--- config.mk ---
export PLATFORM = sky130hd
export DESIGN_NAME = pixel_stream_feeder_flat
export DESIGN_NICKNAME = d
export VERILOG_FILES = /design/src/rtl/pixel_stream_feeder_pkg.sv /design/src/rtl/pixel_stream_feeder_if.sv /design/src/rtl/pixel_stream_feeder_occupancy_tracker.sv /design/src/rtl/pixel_stream_feeder.sv /design/src/flat_wrapper.sv
export SDC_FILE = /design/constraint.sdc
export NUM_CORES = 1
export LEC_CHECK = 0
export ABC_AREA = 1
export BUFFER_PORTS_ARGS = -buffer_cell sky130_fd_sc_hd__buf_4
export CAP_MARGIN = 30
export CORE_ASPECT_RATIO = 0.6
export CORE_UTILIZATION = 35
export CTS_BUF_LIST = sky130_fd_sc_hd__clkbuf_16
export CTS_CLUSTER_SIZE = 28
export DETAILED_ROUTE_END_ITERATION = 12
export GPL_TIMING_DRIVEN = 0
export SYNTH_ARGS = -nofsm -noshare
export SYNTH_HDL_FRONTEND = slang
export SYNTH_SLANG_ARGS = --single-unit
--- constraint.sdc ---
create_clock -name clk -period 4.5 [get_ports clk]
set_input_delay 0.45 -clock clk [delete_from_list [all_inputs] [get_ports clk]]
set_output_delay 0.45 -clock clk [all_outputs]
set_load 0.01 [all_outputs]
--- src/rtl/pixel_stream_feeder_pkg.sv ---
// Shared types and default geometry for the pixel stream feeder.
// The state enum gains PAD_TOP/PAD_BOT when PIXEL_FEEDER_BORDER_PAD_EN is defined.
package pixel_stream_feeder_pkg;

    localparam int DATA_WIDTH   = 32;
    localparam int LINE_WIDTH   = 512;
    localparam int FRAME_ROWS   = 512;
    localparam int LB_DEPTH     = 4 * LINE_WIDTH;
    localparam int MAX_OCC      = LB_DEPTH - 1;
    localparam int RD_THRESHOLD = 1422;
    localparam int OCC_WIDTH    = 12;

    typedef enum logic [2:0] {
        ST_IDLE,
        ST_STREAM,
        ST_DRAIN,
        ST_DONE
`ifdef PIXEL_FEEDER_BORDER_PAD_EN
        ,
        ST_PAD_TOP,
        ST_PAD_BOT
`endif
    } state_t;

endpackage

--- src/rtl/pixel_stream_feeder_if.sv ---
// Upstream valid/ready pixel bus plus the receiver-facing pixel stream.
// master: the feeder itself; slave: the surrounding source/receiver side.
interface pixel_stream_feeder_if #(
    parameter int DATA_WIDTH = pixel_stream_feeder_pkg::DATA_WIDTH
);
    import pixel_stream_feeder_pkg::*;

    logic [DATA_WIDTH-1:0] s_pixel;
    logic                  s_valid;
    logic                  s_ready;
    logic [DATA_WIDTH-1:0] pixel;
    logic                  pixel_valid;
    logic                  window_valid;

    modport master (
        input  s_pixel,
        input  s_valid,
        input  window_valid,
        output s_ready,
        output pixel,
        output pixel_valid
    );

    modport slave (
        output s_pixel,
        output s_valid,
        output window_valid,
        input  s_ready,
        input  pixel,
        input  pixel_valid
    );

endinterface

--- src/rtl/pixel_stream_feeder_occupancy_tracker.sv ---
// Up/down counter mirroring how many pixels sit inside the receiver's line
// buffers. Never wraps below zero; a drain request at zero raises a sticky flag.
module occupancy_tracker
    import pixel_stream_feeder_pkg::*;
#(
    parameter int WIDTH = OCC_WIDTH
) (
    input  logic             clk,
    input  logic             reset,
    input  logic             i_inc,
    input  logic             i_dec,
    output logic [WIDTH-1:0] o_count,
    output logic             o_underflow
);

    logic [WIDTH-1:0] r_count;
    logic             r_underflow;

    // Count pixels in minus pixels drained; simultaneous in/out cancel out.
    always_ff @(posedge clk) begin
        if (reset) begin
            r_count     <= '0;
            r_underflow <= 1'b0;
        end else if (i_inc && !i_dec) begin
            if (r_count != '1) begin
                r_count <= r_count + WIDTH'(1);
            end
        end else if (!i_inc && i_dec) begin
            if (r_count == '0) begin
                r_underflow <= 1'b1;
            end else begin
                r_count <= r_count - WIDTH'(1);
            end
        end
    end

    assign o_count     = r_count;
    assign o_underflow = r_underflow;

endmodule

--- src/rtl/pixel_stream_feeder.sv ---
// Feeds one frame from a valid/ready source into the 3x3 window receiver,
// whose pixel input has no backpressure. A mirrored occupancy count throttles
// the source so the receiver's line buffers are never overrun.
// Optional feature macro: PIXEL_FEEDER_BORDER_PAD_EN (adds one zero line
// above and below the frame).
module pixel_stream_feeder #(
    parameter int DATA_WIDTH   = pixel_stream_feeder_pkg::DATA_WIDTH,
    parameter int LINE_WIDTH   = pixel_stream_feeder_pkg::LINE_WIDTH,
    parameter int FRAME_ROWS   = pixel_stream_feeder_pkg::FRAME_ROWS,
    parameter int MAX_OCC      = pixel_stream_feeder_pkg::MAX_OCC,
    parameter int RD_THRESHOLD = pixel_stream_feeder_pkg::RD_THRESHOLD
) (
    input  logic                         clk,
    input  logic                         reset,
    input  logic                         start,
    pixel_stream_feeder_if.master        bus,
    output logic [11:0]                  occupancy,
    output logic                         busy,
    output logic                         frame_done,
    output logic                         err_underflow
);
    import pixel_stream_feeder_pkg::*;

    localparam int COL_W = (LINE_WIDTH > 1) ? $clog2(LINE_WIDTH) : 1;
    localparam int ROW_W = (FRAME_ROWS > 1) ? $clog2(FRAME_ROWS) : 1;
    localparam logic [COL_W-1:0] LAST_COL  = COL_W'(LINE_WIDTH - 1);
    localparam logic [ROW_W-1:0] LAST_ROW  = ROW_W'(FRAME_ROWS - 1);
    localparam logic [12:0]      MAX_OCC_V = 13'(MAX_OCC);
    localparam logic [11:0]      RD_THR_V  = 12'(RD_THRESHOLD);

    state_t                r_state;
    state_t                w_state_next;
    logic [COL_W-1:0]      r_col;
    logic [COL_W-1:0]      w_col_next;
    logic [ROW_W-1:0]      r_row;
    logic [ROW_W-1:0]      w_row_next;
    logic [DATA_WIDTH-1:0] r_pixel;
    logic                  r_pixel_valid;
    logic                  r_busy;
    logic                  w_busy_set;
    logic                  w_busy_clr;
    logic                  w_s_ready;
    logic                  w_emit;
    logic [DATA_WIDTH-1:0] w_emit_data;
    logic [11:0]           w_occ;
    logic                  w_underflow;
    logic [12:0]           w_proj;
    logic                  w_room;

    // The pixel on the wire this cycle is not counted yet, so include it
    // when deciding whether one more pixel still fits.
    assign w_proj = {1'b0, w_occ} + {12'b0, r_pixel_valid};
    assign w_room = (w_proj < MAX_OCC_V);

    occupancy_tracker #(
        .WIDTH(12)
    ) u_occ (
        .clk        (clk),
        .reset      (reset),
        .i_inc      (r_pixel_valid),
        .i_dec      (bus.window_valid),
        .o_count    (w_occ),
        .o_underflow(w_underflow)
    );

    // Next-state, emit decision and raster position update.
    always_comb begin
        w_state_next = r_state;
        w_col_next   = r_col;
        w_row_next   = r_row;
        w_s_ready    = 1'b0;
        w_emit       = 1'b0;
        w_emit_data  = '0;
        w_busy_set   = 1'b0;
        w_busy_clr   = 1'b0;
        unique case (r_state)
            ST_IDLE: begin
                if (start) begin
                    w_busy_set = 1'b1;
                    w_col_next = '0;
                    w_row_next = '0;
`ifdef PIXEL_FEEDER_BORDER_PAD_EN
                    w_state_next = ST_PAD_TOP;
`else
                    w_state_next = ST_STREAM;
`endif
                end
            end
`ifdef PIXEL_FEEDER_BORDER_PAD_EN
            ST_PAD_TOP: begin
                if (w_room) begin
                    w_emit = 1'b1;
                    if (r_col == LAST_COL) begin
                        w_col_next   = '0;
                        w_state_next = ST_STREAM;
                    end else begin
                        w_col_next = r_col + COL_W'(1);
                    end
                end
            end
            ST_PAD_BOT: begin
                if (w_room) begin
                    w_emit = 1'b1;
                    if (r_col == LAST_COL) begin
                        w_col_next   = '0;
                        w_state_next = ST_DRAIN;
                    end else begin
                        w_col_next = r_col + COL_W'(1);
                    end
                end
            end
`endif
            ST_STREAM: begin
                w_s_ready = w_room;
                if (bus.s_valid && w_room) begin
                    w_emit      = 1'b1;
                    w_emit_data = bus.s_pixel;
                    if (r_col == LAST_COL) begin
                        w_col_next = '0;
                        if (r_row == LAST_ROW) begin
                            w_row_next = '0;
`ifdef PIXEL_FEEDER_BORDER_PAD_EN
                            w_state_next = ST_PAD_BOT;
`else
                            w_state_next = ST_DRAIN;
`endif
                        end else begin
                            w_row_next = r_row + ROW_W'(1);
                        end
                    end else begin
                        w_col_next = r_col + COL_W'(1);
                    end
                end
            end
            ST_DRAIN: begin
                // Receiver stops reading below the threshold, so what remains is the frame tail.
                if (!r_pixel_valid && (w_occ < RD_THR_V)) begin
                    w_state_next = ST_DONE;
                end
            end
            ST_DONE: begin
                w_busy_clr   = 1'b1;
                w_state_next = ST_IDLE;
            end
            default: begin
                w_state_next = ST_IDLE;
            end
        endcase
    end

    // State, counters, registered pixel output and busy flag.
    always_ff @(posedge clk) begin
        if (reset) begin
            r_state       <= ST_IDLE;
            r_col         <= '0;
            r_row         <= '0;
            r_pixel       <= '0;
            r_pixel_valid <= 1'b0;
            r_busy        <= 1'b0;
        end else begin
            r_state       <= w_state_next;
            r_col         <= w_col_next;
            r_row         <= w_row_next;
            r_pixel_valid <= w_emit;
            if (w_emit) begin
                r_pixel <= w_emit_data;
            end
            if (w_busy_set) begin
                r_busy <= 1'b1;
            end else if (w_busy_clr) begin
                r_busy <= 1'b0;
            end
        end
    end

    assign bus.s_ready     = w_s_ready;
    assign bus.pixel       = r_pixel;
    assign bus.pixel_valid = r_pixel_valid;
    assign occupancy       = w_occ;
    assign busy            = r_busy;
    assign frame_done      = (r_state == ST_DONE);
    assign err_underflow   = w_underflow;

endmodule

--- src/flat_wrapper.sv ---
// flat-port wrapper written by rule: the top's interface ports become plain ports
module pixel_stream_feeder_flat import pixel_stream_feeder_pkg::*;
#(
    parameter int DATA_WIDTH   = pixel_stream_feeder_pkg::DATA_WIDTH,
    parameter int LINE_WIDTH   = pixel_stream_feeder_pkg::LINE_WIDTH,
    parameter int FRAME_ROWS   = pixel_stream_feeder_pkg::FRAME_ROWS,
    parameter int MAX_OCC      = pixel_stream_feeder_pkg::MAX_OCC,
    parameter int RD_THRESHOLD = pixel_stream_feeder_pkg::RD_THRESHOLD
)
  (clk, reset, start, occupancy, busy, frame_done, err_underflow, bus_s_pixel, bus_s_valid, bus_window_valid, bus_s_ready, bus_pixel, bus_pixel_valid);
  pixel_stream_feeder_if #(.DATA_WIDTH(DATA_WIDTH)) bus_i ();
  input  logic clk;
  input  logic reset;
  input  logic start;
  output logic [11:0] occupancy;
  output logic busy;
  output logic frame_done;
  output logic err_underflow;
  input wire logic [$bits(bus_i.s_pixel)-1:0] bus_s_pixel;
  input wire logic [$bits(bus_i.s_valid)-1:0] bus_s_valid;
  input wire logic [$bits(bus_i.window_valid)-1:0] bus_window_valid;
  output wire logic [$bits(bus_i.s_ready)-1:0] bus_s_ready;
  output wire logic [$bits(bus_i.pixel)-1:0] bus_pixel;
  output wire logic [$bits(bus_i.pixel_valid)-1:0] bus_pixel_valid;
  assign bus_i.s_pixel = bus_s_pixel;
  assign bus_i.s_valid = bus_s_valid;
  assign bus_i.window_valid = bus_window_valid;
  assign bus_s_ready = bus_i.s_ready;
  assign bus_pixel = bus_i.pixel;
  assign bus_pixel_valid = bus_i.pixel_valid;
  pixel_stream_feeder #(.DATA_WIDTH(DATA_WIDTH), .LINE_WIDTH(LINE_WIDTH), .FRAME_ROWS(FRAME_ROWS), .MAX_OCC(MAX_OCC), .RD_THRESHOLD(RD_THRESHOLD)) u_core (.clk(clk), .reset(reset), .start(start), .bus(bus_i), .occupancy(occupancy), .busy(busy), .frame_done(frame_done), .err_underflow(err_underflow));
endmodule
==> results of run 1 <==
## kinds of logic after synthesis
| family | after synthesis | share of synthesized area [%] |
|---|---|---|
| AND/OR/NAND/NOR | 201 | 24.9 |
| adder cells (fa/ha/maj) | 23 | 7.90 |
| flip-flops | 67 | 35.9 |
| XOR/XNOR | 17 | 3.98 |
| AO/OA/AOI/OAI | 116 | 16.5 |
| buffers and inverters | 92 | 10.9 |
## sequential cells by signal, summed over array words and instances, names as in the netlist
name,flops
u_core.busy,1
u_core.bus.pixel,32
u_core.r_row,9
u_core.r_state,2
u_core.r_col,9
u_core.u_occ.o_underflow,1
u_core.bus.pixel_valid,1
u_core.u_occ.o_count,12
## power breakdown
part | internal, W | switching [W]
clock | 0.000376 | 0.000279
combinational | 0.000525 | 0.000728
sequential | 0.000733 | 0.000133
total | 0.00163 | 0.00114
## final timing paths
kind	from	end	slack, ns	depth (start not counted)
worst max-delay path	u_core.bus.pixel_valid	u_core.u_occ.o_count[11]	1.91	12
worst min-delay path	reset	u_core.busy	0.31	2
worst max register to register	u_core.bus.pixel_valid	u_core.u_occ.o_count[11]	1.91	12
worst min register to register	u_core.bus.pixel[10]	u_core.bus.pixel[10]	0.44	2
## stage by stage
step                worst slack (ns)  utilization (%)  cells  hold WS, ns
floorplan                       2.31                -    516        0.454
global placement                1.82             44.9    736        0.433
detailed placement              1.75             44.9    736        0.438
CTS                             1.92             47.7    752        0.304
global route                    1.76             47.7    752        0.307
finish                          1.91             47.7    752        0.312
## placed cells by master, fill, tap and decap left out, types with 3 or more instances in the layout
master     synthesis  final
a21oi_1           66     66
a21oi_2            3      3
buf_2              3      3
buf_4              1     86
buf_6              7      7
clkbuf_1           6      6
clkbuf_16          0      9
dfxtp_1           67     67
ha_1              22     22
inv_1             73     73
nand2_1           89     89
nand2_2            3      3
nand3_1           21     21
nand4_1           17     17
nor2_1            44     44
nor3_1            11     11
nor4_1             4      4
o21ai_0           23     23
o21ai_1           17     17
o21ai_2            4      4
or2_2              4      4
xnor2_1            6      6
xor2_1            11     11
## final cells by class
type	count	share of cell area, %
Tap cell	135	3.50
Inverter	74	5.81
Buffer	18	2.65
Sequential cell	67	27.8
Clock buffer	9	4.67
Timing Repair Buffer	85	13.2
Multi-Input combinational cell	357	41.3
Clock inverter	7	1.09
## layer usage
metal / up-vias / track usage [%]
met3: 14 / 4.69
li1: 1888 / -
met2: 124 / 27.0
met4: 0 / 6.74
met1: 1650 / 27.6
met5: - / 0
## worst register-to-register path, stage by stage, from the launching register on
cell and delay, ns:
dfxtp_1 0.35, ha_1 0.27, inv_1 0.40, ha_1 0.40
a21oi_1 0.17, nand2_1 0.13, nand2_1 0.11, nand3_1 0.17
nand2_1 0.10, nand2_1 0.08, xor2_1 0.15, nand2_1 0.06
a21oi_1 0.12
==> run summary, run 1 <==
die footprint: 11,100 um2
CP max stage delay: 0.40 ns
Max Cap Violations: 0
clk slew on worst S/H paths: 0.06 ns
Warnings, synthesis: 0
#FFs+latches synth: 67
top_reg_cell synth: dfxtp_1
fin crit period: 2.59 ns
count leader, synth: nand2_1
post-cts resize count: 0
Sink Count: 67
core box area: 10,100 um2
total CTS buffers: 9
CP Cell Sequence: ha_1 -> inv_1 -> ha_1 -> a21oi_1 -> nand2_1 -> nand2_1 -> nand3_1 -> nand2_1 -> nand2_1 -> xor2_1 -> nand2_1 -> a21oi_1
CP most frequent cell: nand2_1
final WL: 10,200 um
Met3 Wirelength: 804 um
crit path launch type: flip-flop
vias in the first global route: 3,264
Design Area, Final: 4820 um2
WL met2: 3920 um
TNS Setup: 0 ns
Die Span X: 135 um
Top Metal Used: met4
mean routed wirelength per cell: 13.6 um
Antenna diodes: 0
post-route clock period utilization: 57.5%
final count of hold timing violations: 0
sequential share of the synthesized area: 35.9%
register area: 1340 um2
area of the multi-input gates: 1990 um2
largest net degree at the start of global routing: 14
critical path required time: 4.77 ns
P&R area growth vs syn: 29.0%
leak pwr: 2.09 nW
Worst Hold Class: input port to flip-flop
post-CTS setup buffer count: 0
H-tree Lvls: 3
outcome: complete, no violations
WP buf/inv: 1
First DRT Iteration DRCs: 176
RSZ-0062 raised after global routing: false
Setup crit end kind: flip-flop
FILL cells: 1,046
power per standard cell area: 575 nW/um2
Worst-Skew Late Latency: 0.34 ns
DRC viols: 0
Worst VDD drop: 0.000277 V
CTS tree: built
Area after DPL: 4550 um2
Max stage delay cell, worst path: inv_1
Worst Path Class, Setup: flip-flop to flip-flop
initial antenna violation count: 0
share of cells above drive strength 1: 21.7%
worst-path maximum fanout: 13
EDFF count, synth: 0
GRT Overall Usage: 19.1%
Worst Tran Pin Value: 0.589 ns
Port Buffers: 85
via/cell ratio: 4.89
FP Rows: 28
placed wire-length estimate: 7900 um
Initial DRT Pass Iterations: 6
Peak Freq: 386 MHz
Max Clock Skew: 0.00728 ns
Root Buffer: clkbuf_16
crit path DAT: 2.85 ns
first-pass GRT wire length: 16,200 um
die extent in y: 82.1 um
vias after detailed routing: 3,676
hold buffer count at CTS: 0
max-slew violations: 0
initial core utilization: 36.9%
Metal-1 WL: 5340 um
Clock Tree Buf Depth: 2
GPL Wtd Cong: 0.883
Syn Nets: 576
synth unique cells: 35
Routed Antenna Nets: 0
Total Power: 0.00277 W
Syn Inst Count: 516
Post-synth top cells: nand2_1, inv_1, dfxtp_1, a21oi_1, nor2_1
Setup-failing EPs final: 0
Crit path max-delay family: adder cells
Synth area leader: dfxtp_1
share of the synthesized area in the top cell type: 35.9%
# IOs: 86
top post-synthesis cells by area: dfxtp_1, nand2_1, a21oi_1, ha_1, inv_1
relative slew slack: 60.7%
syn_area_per_cell: 7.25 um2
asr flop ratio synth: 0%
post-synth design cell area: 3740 um2
remaining global-route overflow: 0
Layout Nets: 672
No activity file was read; power rests on OpenSTA's default activity.
==> run 2, diff against run 1 <==
==> constraint.sdc (replaced) <==
create_clock -name clk -period 2.6 [get_ports clk]
set_input_delay 0.26 -clock clk [delete_from_list [all_inputs] [get_ports clk]]
set_output_delay 0.26 -clock clk [all_outputs]
set_load 0.01 [all_outputs]
==> run summary, run 2 (synthesized netlist as in run 1, its figures left out) <==
first-pass GRT wire length: 16,200 um (unchanged)
pre-CTS WS: 0.0422 ns (was 1.75 ns)
Sink Count: 67 (unchanged)
vias in the first global route: 3,264 (unchanged)
largest net degree at the start of global routing: 14 (unchanged)
critical path required time: 2.86 ns (was 4.77 ns)
Routed Antenna Nets: 0 (unchanged)
placed cells: 736 (unchanged)
final count of hold timing violations: 0 (unchanged)
mean routed wirelength per cell: 13.7 um (was 13.6 um)
clock share of power: 23.5% (was 23.6%)
Max Clock Skew: 0.00678 ns (was 0.00728 ns)
Worst-Skew Late Latency: 0.34 ns (about the same)
GPL Wtd Cong: 0.883 (unchanged)
worst-case reg-to-reg path depth: 12 (unchanged)
max FFs per register: 32 (unchanged)
hold buffer count at CTS: 0 (unchanged)
post-route clock period utilization: 94.3% (was 57.5%)
Antenna diodes: 0 (unchanged)
outcome: complete, no violations (unchanged)
Worst Tran Pin Value: 0.591 ns (was 0.589 ns)
final worst setup slack: 0.148 ns (was 1.91 ns)
Port Buffers: 85 (unchanged)
Peak Freq: 408 MHz (was 386 MHz)
met2 Track Usage GR: 27.0% (unchanged)
core box area: 10,100 um2 (unchanged)
Clock Tree Buf Depth: 2 (unchanged)
via/cell ratio: 4.90 (was 4.89)
power per standard cell area: 986 nW/um2 (was 575 nW/um2)
global routing usage on met1: 27.6% (unchanged)
vias after detailed routing: 3,708 (was 3,676)
Hold Crit Depth: 2 (unchanged)
final WL: 10,300 um (was 10,200 um)
power share of the combinational group: 45.2% (about the same)
crit path launch type: flip-flop (unchanged)
relative slew slack: 60.6% (was 60.7%)
placed wire-length estimate: 7900 um (unchanged)
FP Rows: 28 (unchanged)
Layout Utilization: 48.1% (was 47.7%)
initial core utilization: 36.9% (unchanged)
Setup-failing EPs final: 0 (unchanged)
Layout Nets: 676 (was 672)
remaining global-route overflow: 0 (unchanged)
clk slew on worst S/H paths: 0.06 ns (about the same)
Die Span X: 135 um (unchanged)
Internal: 0.00283 W (was 0.00163 W)
leak pwr: 2.10 nW (was 2.09 nW)
CTS tree: built (unchanged)
most frequent cells in the layout: nand2_1, buf_4, inv_1, dfxtp_1, a21oi_1 (unchanged)
GRT Overall Usage: 19.1% (unchanged)
flop2flop setup slack: 0.15 ns (was 1.91 ns)
die footprint: 11,100 um2 (unchanged)
Initial DRT Pass Iterations: 5 (was 6)
DRC viols: 0 (unchanged)
switching share of power: 41.0% (was 41.1%)
global routing's busiest layer: met1 (unchanged)
H-tree Lvls: 3 (unchanged)
share of cells above drive strength 1: 22.5% (was 21.7%)
First DRT Iteration DRCs: 219 (was 176)
Hold Path End: u_core.busy (unchanged)
Seq pwr share: 31.2% (about the same)
Root Buffer: clkbuf_16 (unchanged)
Max Cap Violations: 0 (unchanged)
max-slew violations: 0 (unchanged)
P_sw: 0.00197 W (was 0.00114 W)
r2r endpoint: u_core.u_occ.o_count[11] (unchanged)
Fin Hold WS: 0.123 ns (was 0.312 ns)
Setup crit end kind: flip-flop (unchanged)
Cell Count, Final, Fillers Out: 756 (was 752)
# IOs: 86 (unchanged)
die extent in y: 82.1 um (unchanged)
Worst Hold Launch: reset (unchanged)
worst-path maximum fanout: 6 (was 13)
fin crit period: 2.45 ns (was 2.59 ns)
Crit Reg-Reg Startpoint: u_core.bus.pixel_valid (unchanged)
Worst Path Class, Setup: flip-flop to flip-flop (unchanged)
Worst Hold Class: input port to flip-flop (unchanged)
TNS Setup: 0 ns (unchanged)
met3 usage: 4.69% (unchanged)
RSZ-0062 raised after global routing: false (unchanged)
initial antenna violation count: 0 (unchanged)
total CTS buffers: 9 (unchanged)
P&R area growth vs syn: 30.2% (was 29.0%)
Worst VDD drop: 0.000478 V (was 0.000277 V)
crit path DAT: 2.72 ns (was 2.85 ns)
==> run 2: cell count changes in the layout (fill, tap and decap cells not counted), sizes merged <==
cell      delta
buf          +3
clkinvlp     +2
inv          -1
==> run 2: final cells by class <==
cell class / count / area [um2]
repair inverters: 1 / 7.51
fillers: 1041 / 5250
well taps: 135 / 169
flip-flops and latches: 67 / 1340
plain buffers: 18 / 128
clock inverters: 7 / 52.6
repair buffers: 88 / 661
inverters: 74 / 284
multi-input cells: 357 / 2000
clock buffers: 9 / 225
==> run 2: layer usage <==
layer / share of wire (%) / vias to the layer above
li1: - / 1898
met1: 52 / 1657
met2: 39 / 137
met3: 7.8 / 16
met4: 1.2 / 0
met5: 0 / -
==> run 2: repair_timing <==
item,4_1_cts,5_1_grt
resized for setup,0,4
buffers inserted,0,3
endpoints found under the setup margin,0,5
==> run 2: worst max path at each step <==
stage,from,endpoint,slack [ns],depth (start not counted)
after floorplan,u_core.bus.pixel_valid,u_core.u_occ.o_count[8],0.50,10
after global placement,bus_window_valid,u_core.u_occ.o_count[8],0.11,12
after detailed placement,bus_window_valid,u_core.u_occ.o_count[9],0.04,14
after CTS,u_core.bus.pixel_valid,u_core.u_occ.o_count[11],0.02,12
after global routing,u_core.bus.pixel_valid,u_core.u_occ.o_count[11],0.04,12
final,u_core.bus.pixel_valid,u_core.u_occ.o_count[11],0.15,12
==> run 2: per-stage QoR <==
stage | power [W] | cell area, um2
CTS | 0.00482 | 4820
detailed placement | 0.00367 | 4550
global placement | 0.00361 | 4550
finish | 0.00480 | 4870
floorplan | 0.00294 | 3740
global route | 0.00518 | 4870
==> run 2: power by group through the flow <==
stage | registers [W] | logic, W | clock network [W]
global placement | 0.00151 | 0.00211 | 0
global route | 0.00154 | 0.00243 | 0.00122
finish | 0.00150 | 0.00217 | 0.00113
CTS | 0.00150 | 0.00216 | 0.00116
floorplan | 0.00155 | 0.00138 | 0
detailed placement | 0.00152 | 0.00215 | 0
==> run 2: critical path, cell delays in order (launching register included) <==
cell	delay (ns)
dfxtp_1	0.46
ha_4	0.24
clkinvlp_4	0.19
ha_1	0.40
a21oi_1	0.17
nand2_1	0.13
nand2_1	0.11
nand3_1	0.17
nand2_1	0.10
nand2_1	0.08
xor2_1	0.15
nand2_1	0.06
a21oi_1	0.12
